==> config.mk <==
export PLATFORM = sky130hd
export DESIGN_NAME = alu_operand_stage
export DESIGN_NICKNAME = d
export VERILOG_FILES = /design/src/rtl/alu_operand_stage.sv
export SDC_FILE = /design/constraint.sdc
export NUM_CORES = 2
export LEC_CHECK = 0
export BUFFER_PORTS_ARGS = -buffer_cell sky130_fd_sc_hd__clkbuf_2
export CAP_MARGIN = 25
export CORE_UTILIZATION = 56
export CTS_BUF_LIST = sky130_fd_sc_hd__clkbuf_16
export DETAILED_ROUTE_END_ITERATION = 6
export PLACE_DENSITY = 0.79
export SYNTH_ARGS = -nofsm -noshare
export SYNTH_HDL_FRONTEND = slang
export SYNTH_SLANG_ARGS = --single-unit
==> constraint.sdc <==
create_clock -name clk -period 21.7 [get_ports clk]
set_clock_uncertainty 0.05 [all_clocks]
set_input_delay 6.51 -clock clk [delete_from_list [all_inputs] [get_ports clk]]
set_output_delay 6.51 -clock clk [all_outputs]
set_load 0.1 [all_outputs]
==> src/rtl/alu_operand_stage.sv <==
// rtl/alu_operand_stage.sv - decode and operand-fetch stage feeding the ALU
module alu_operand_stage #(
    parameter int NREGS = 16
) (
    input  logic        clk,
    input  logic        reset,
    input  logic        in_valid,
    output logic        in_ready,
    input  logic [31:0] in_instr,
    input  logic [31:0] in_pc,
    input  logic        wb_en,
    input  logic [3:0]  wb_addr,
    input  logic [31:0] wb_data,
    input  logic        flush,
    output logic        out_valid,
    input  logic        out_ready,
    output logic [5:0]  out_opcode,
    output logic [31:0] out_op_one,
    output logic [31:0] out_op_two,
    output logic [3:0]  out_rd,
    output logic        illegal
);

    logic [31:0] regFile [NREGS];

    logic [5:0]  opcode;
    logic [3:0]  rdIdx;
    logic [3:0]  rs1Idx;
    logic [3:0]  rs2Idx;
    logic [13:0] imm14;
    logic [25:0] imm26;

    assign opcode = in_instr[31:26];
    assign rdIdx  = in_instr[25:22];
    assign rs1Idx = in_instr[21:18];
    assign rs2Idx = in_instr[17:14];
    assign imm14  = in_instr[13:0];
    assign imm26  = in_instr[25:0];

    // Same-cycle write-back wins over the stored value; R0 is hardwired to zero.
    function automatic logic [31:0] bypassRead(input logic [3:0] idx, input logic [31:0] stored,
                                               input logic wbEn, input logic [3:0] wbAddr,
                                               input logic [31:0] wbData);
        if (idx == 4'd0)
            return 32'd0;
        else if (wbEn && wbAddr == idx)
            return wbData;
        else
            return stored;
    endfunction

    logic [31:0] rs1Val;
    logic [31:0] rs2Val;
    logic [31:0] rdVal;

    assign rs1Val = bypassRead(rs1Idx, regFile[rs1Idx], wb_en, wb_addr, wb_data);
    assign rs2Val = bypassRead(rs2Idx, regFile[rs2Idx], wb_en, wb_addr, wb_data);
    assign rdVal  = bypassRead(rdIdx, regFile[rdIdx], wb_en, wb_addr, wb_data);

    logic        isLegal;
    logic [31:0] nextOne;
    logic [31:0] nextTwo;
    logic [3:0]  nextRd;

    always_comb begin
        isLegal = 1'b1;
        nextOne = rs1Val;
        nextTwo = rs2Val;
        nextRd  = rdIdx;
        case (opcode)
            6'd0, 6'd1, 6'd2: ;
            6'd3: nextTwo = {18'd0, imm14};
            6'd4, 6'd5, 6'd6, 6'd7: nextTwo = {{18{imm14[13]}}, imm14};
            6'd8, 6'd9, 6'd10, 6'd11: begin
                nextTwo = rdVal;
                nextRd  = 4'd0;
            end
            6'd12, 6'd13: begin
                nextOne = in_pc;
                nextTwo = {{6{imm26[25]}}, imm26};
                nextRd  = (opcode == 6'd13) ? 4'd15 : 4'd0;
            end
            default: isLegal = 1'b0;
        endcase
    end

    logic accept;

    assign in_ready = !flush && (!out_valid || out_ready);
    assign accept   = in_valid && in_ready;

    always_ff @(posedge clk or posedge reset) begin
        if (reset) begin
            for (int i = 0; i < NREGS; i++)
                regFile[i] <= 32'd0;
        end else if (wb_en && wb_addr != 4'd0) begin
            regFile[wb_addr] <= wb_data;
        end
    end

    // Illegal opcodes are consumed but never forwarded, so they also drop out_valid.
    always_ff @(posedge clk or posedge reset) begin
        if (reset) begin
            out_valid  <= 1'b0;
            illegal    <= 1'b0;
            out_opcode <= 6'd0;
            out_op_one <= 32'd0;
            out_op_two <= 32'd0;
            out_rd     <= 4'd0;
        end else begin
            illegal <= accept && !isLegal;
            if (flush) begin
                out_valid <= 1'b0;
            end else if (accept) begin
                out_valid <= isLegal;
                if (isLegal) begin
                    out_opcode <= opcode;
                    out_op_one <= nextOne;
                    out_op_two <= nextTwo;
                    out_rd     <= nextRd;
                end
            end else if (out_ready) begin
                out_valid <= 1'b0;
            end
        end
    end

endmodule

After elaboration in Yosys (flattened, before gate mapping):

Index checks and enable logic that the tools add are counted.
Widths: inputs -> output; s select.

* bits in registers: 588
* latch bits: 0
* RAM bits: 0
* ROM bits: 0
* input port bits: 106
* logic and storage cells: 97
* memories: 0

* add/sub/neg operators: 0
* multiply operators: 0
* divide/modulo/power cells: 0
* $lt $le $gt $ge: 5
* equality and inequality tests: 16
* shift operators: 0
* mux-type cells: 26
* bitwise gates (word level): 5
* reduce and logical (&&, ||, !) cells: 23

Operators by type and width (number)
* $bwmux 512: 1
* $mux 32: 14
* $bmux 32 s4: 3
* $demux 32 s4: 1
* $pmux 32 s4: 1
* $eq 6x4->1 const B: 6
* $eq 6x3->1 const B: 4
* $ge 5x5->1 const B: 4
* $not 4->5: 4
* $reduce_or 14->1: 1
* $eq 4x4->1: 3
* $eq 6x2->1 const B: 2
* $logic_not 4->1: 3
* $logic_and 1x1->1: 8
* $pmux 4 s2: 1
* $reduce_or 4->1: 2
* $eq 6x1->1 const B: 1
* $logic_not 6->1: 1
* $lt 5x1->1 const B: 1
* $mux 1: 4
* $mux 4: 1
* $reduce_bool 4->1: 1
* $logic_not 1->1: 3
* $reduce_and 3->1: 1
* other kinds (4): 4

Logic depth before layout (Yosys ltp):

* word-level depth: 7
* gate-level depth with buffers: 10

Worst setup path before layout:

No wires, ideal clock.

* path type: input to output
* start: input out_ready
* end: output in_ready
* data arrival time: 7859 ps
* required time: 15140 ps
* setup slack: 7281 ps
* cell stages on the path: 2
* cell sequence: nor2b_1 -> nor2_1

* longest elaborated chain between the ends: 2

RTL lines
* from (decl): RTL line 16 `input logic out_ready,`
* $logic_or 1x1->1: RTL line 89 `assign in_ready = !flush && (!out_valid || out_ready);`
* $logic_and 1x1->1: RTL line 89
* to (decl): RTL line 8 `output logic in_ready,`

Every way passes these cells.

Worst setup path after layout:

Same ends and word-level chain as after synthesis.

==> flow_summary.toml <==
[routing]
wl_per_cell_um = 30.30
wl_met1_um = 38330
drt_first_pass_iters = 7
via_per_inst = 7.191
wl_met2_um = 48650
vias = 24350
finalWirelength_um = 102600
wl_met3_um = 11490
ant_nets = 0
top_layer_used = "met5"
drc = 9
drtIter0Drc = 2733

[die]
floorplan.initialDensity_pct = 56.87
rows = 91
die_x_um = 252.8
core_sq_mm = 0.06194
dieArea_sq_mm = 0.06391
dieHeight_um = 252.8
ios = 183

[final_layout]
multiInputGateArea_sq_mm = 0.01930
nFillCells = 4509
nNetsFinal = 2610
final_core_util_pct = 62.16
drive_above_1_share_pct = 48.10
syn2layout_area_growth_pct = 9.291
regArea_sq_mm = 0.01471

[placed_design]
gp_congestion = 0.8227
port_buffers = 182
detailed_place_hpwl_um = 59490

[cts]
cts-buffers-inserted = 66
ctsHoldBuffers = 0
ctsResizeCount = 0
clock_latency_ns = 0.62
cts-root-buf = "clkbuf_16"
cts_num_sinks = 588
h-tree-depth = 3
cts_tree = "done"
cts.reportedPaths.clkPinSlew_ns = 0.06
clk_path_buf_depth = 3
postCtsSetupRepairBufs = 0

[sta]
hold_violations = 0
finalCriticalPeriod_ns = 13.91
maxSlewViolCount = 0
maxSlewHeadroom_pct = 23.35
fin_crit_sh_pct = 64.09
clock.fmax_mhz = 71.91
setup_tns_ns = 0
setup_viol = 0
rsz0062_at_grt = "false"
worst_pin_slew_ns = 1.146

[run_status]
status = "finished, violations left"
violations = "design-rule violations"

[flow_run]
maxCapViolations = 0

[yosys]
synth_top_area_share_pct = 41.77
synth_area_leaders = "dfrtp_1 42%, mux4_2 24%, mux2_2 16%"
yosys_warnings = 0
ys_seq_elements = 588
syn_area_sq_mm = 0.03523
synth_cells = 2504
ys_seq_area_share_pct = 41.77
async_flop_share_pct = 100.0
avgSynthCellArea_sq_um = 14.07
yosys_most_used_dff = "dfrtp_1"
synth_edf_count = 0
syn_nets = 2610
synth_cell_type_count = 57
synth_top_area_cell = "dfrtp_1"

[power_and_ir_drop]
p_total_mw = 3.805
p_leak_nw = 15.99
p_per_area_mw_per_mm2 = 98.83
vdd_drop_max_v = 0.0001139

[global_routing]
grt_start_max_net_pins = 166
grt_overflow = 0
first_global_vias = 25700
antenna_found_initial = 3
grt_usage_pct = 33.05
grt_pass1_wl_um = 156600

[worst_setup_path]
cp_data_arrival_time_ns = 7.35
cp-end-kind = "primary output"
cp-start-kind = "input pin"
cp_max_fo = 2
critPathKind = "input pin to primary output"
worstPathRequired_ns = 15.14

[worst_hold_path]
hold_class = "flip-flop to flip-flop"
registers in the layout, summed over array words and instances (netlist names):
name	cells
illegal	1
out_op_one	32
out_op_two	32
out_opcode	6
out_rd	4
out_valid	1
regFile	512
cell type report:
type | count | share of cell area [%]
inverters | 4 | 0.04875
clock inverters | 42 | 0.6857
multi-input cells | 1608 | 50.14
well taps | 837 | 2.720
flip-flops and latches | 588 | 38.22
repair buffers | 236 | 3.689
clock buffers | 69 | 4.485
diodes | 2 | 0.01300
where the power goes:
group	internal (mW)	switching [mW]	leakage (nW)
registers	1.34	0.231	7.22
logic	0.557	0.611	7.75
clock network	0.607	0.457	1.02
total	2.51	1.30	16.0
path summary, 6_finish.rpt:
path                             endpoint  depth (start not counted)          from  slack, ns
min reg2reg                  regFile[480]                          0  regFile[480]       0.37
max in group asynchronous    regFile[181]                          7         reset      12.56
max                              in_ready                          4     out_ready       7.79
min in group asynchronous    regFile[354]                          3         reset       6.11
max reg2reg                out_op_one[13]                          5     out_valid      18.80
min                          regFile[480]                          0  regFile[480]       0.37
cells in the mapped netlist, drive strengths merged (2+ instances only):
cell and instances:
mux2i 128, a21o 15, nor2b 50, a2111oi 2, a211oi 34, a211o 15
a21oi 66, nand2b 6, nor3 9, nand3 4, mux4 382, xor2 6
buf 147, a221oi 29, nor4b 3, or3 4, nor2 119, inv 4
a31oi 38, and2 4, o21ai 28, xnor2 6, o211ai 24, and3 3
nor3b 2, dfrtp 588, clkbuf 157, mux2 504, a22oi 12, nand3b 2
nand2 62, a221o 32, nor4 3
metrics by stage:
stage          setup WS (ns)  hold slack, ns  instance area, sq um  instances
4_1_cts                7.772          0.3665                 38440       3381
6_report               7.793          0.3658                 38500       3386
3_3_place_gp           7.742          0.3424                 36450       3270
3_5_place_dp           7.773          0.3536                 36450       3270
2_1_floorplan          7.125          0.4080                 35230       2504
5_1_grt                7.748          0.3883                 38500       3386
kinds of logic after synthesis:
kind of cell    Yosys count  share of synthesized area, %
compound gates          307                         6.209
xor+xnor                 12                        0.2983
buf+inv                 308                         3.818
flops                   588                         41.77
mux                    1014                         44.17
simple gates            275                         3.736
cells in the final DEF (no fill, tap or decap), drive strengths merged, types with 24 or more instances in the layout:
master	count
dfrtp	588
mux2	504
mux4	382
clkbuf	241
mux2i	128
nor2	119
a21oi	66
buf	64
nand2	62
nor2b	50
a31oi	38
a211oi	34
a221o	32
a221oi	29
o21ai	28
o211ai	24
clkinv	24
per-layer routing:
| layer | up-vias | global-route usage [%] |
|---|---|---|
| met2 | 1532 | 51.79 |
| met4 | 2 | 14.70 |
| met1 | 12750 | 43.10 |
| met5 | - | 0 |
| met3 | 289 | 9.437 |
| li1 | 9781 | - |
critical path: stages:
cell	delay (ns)
clkbuf_2	0.11
nor2b_1	0.24
nor2_1	0.10
clkbuf_2	0.38
(Power assumes the default switching activity.)
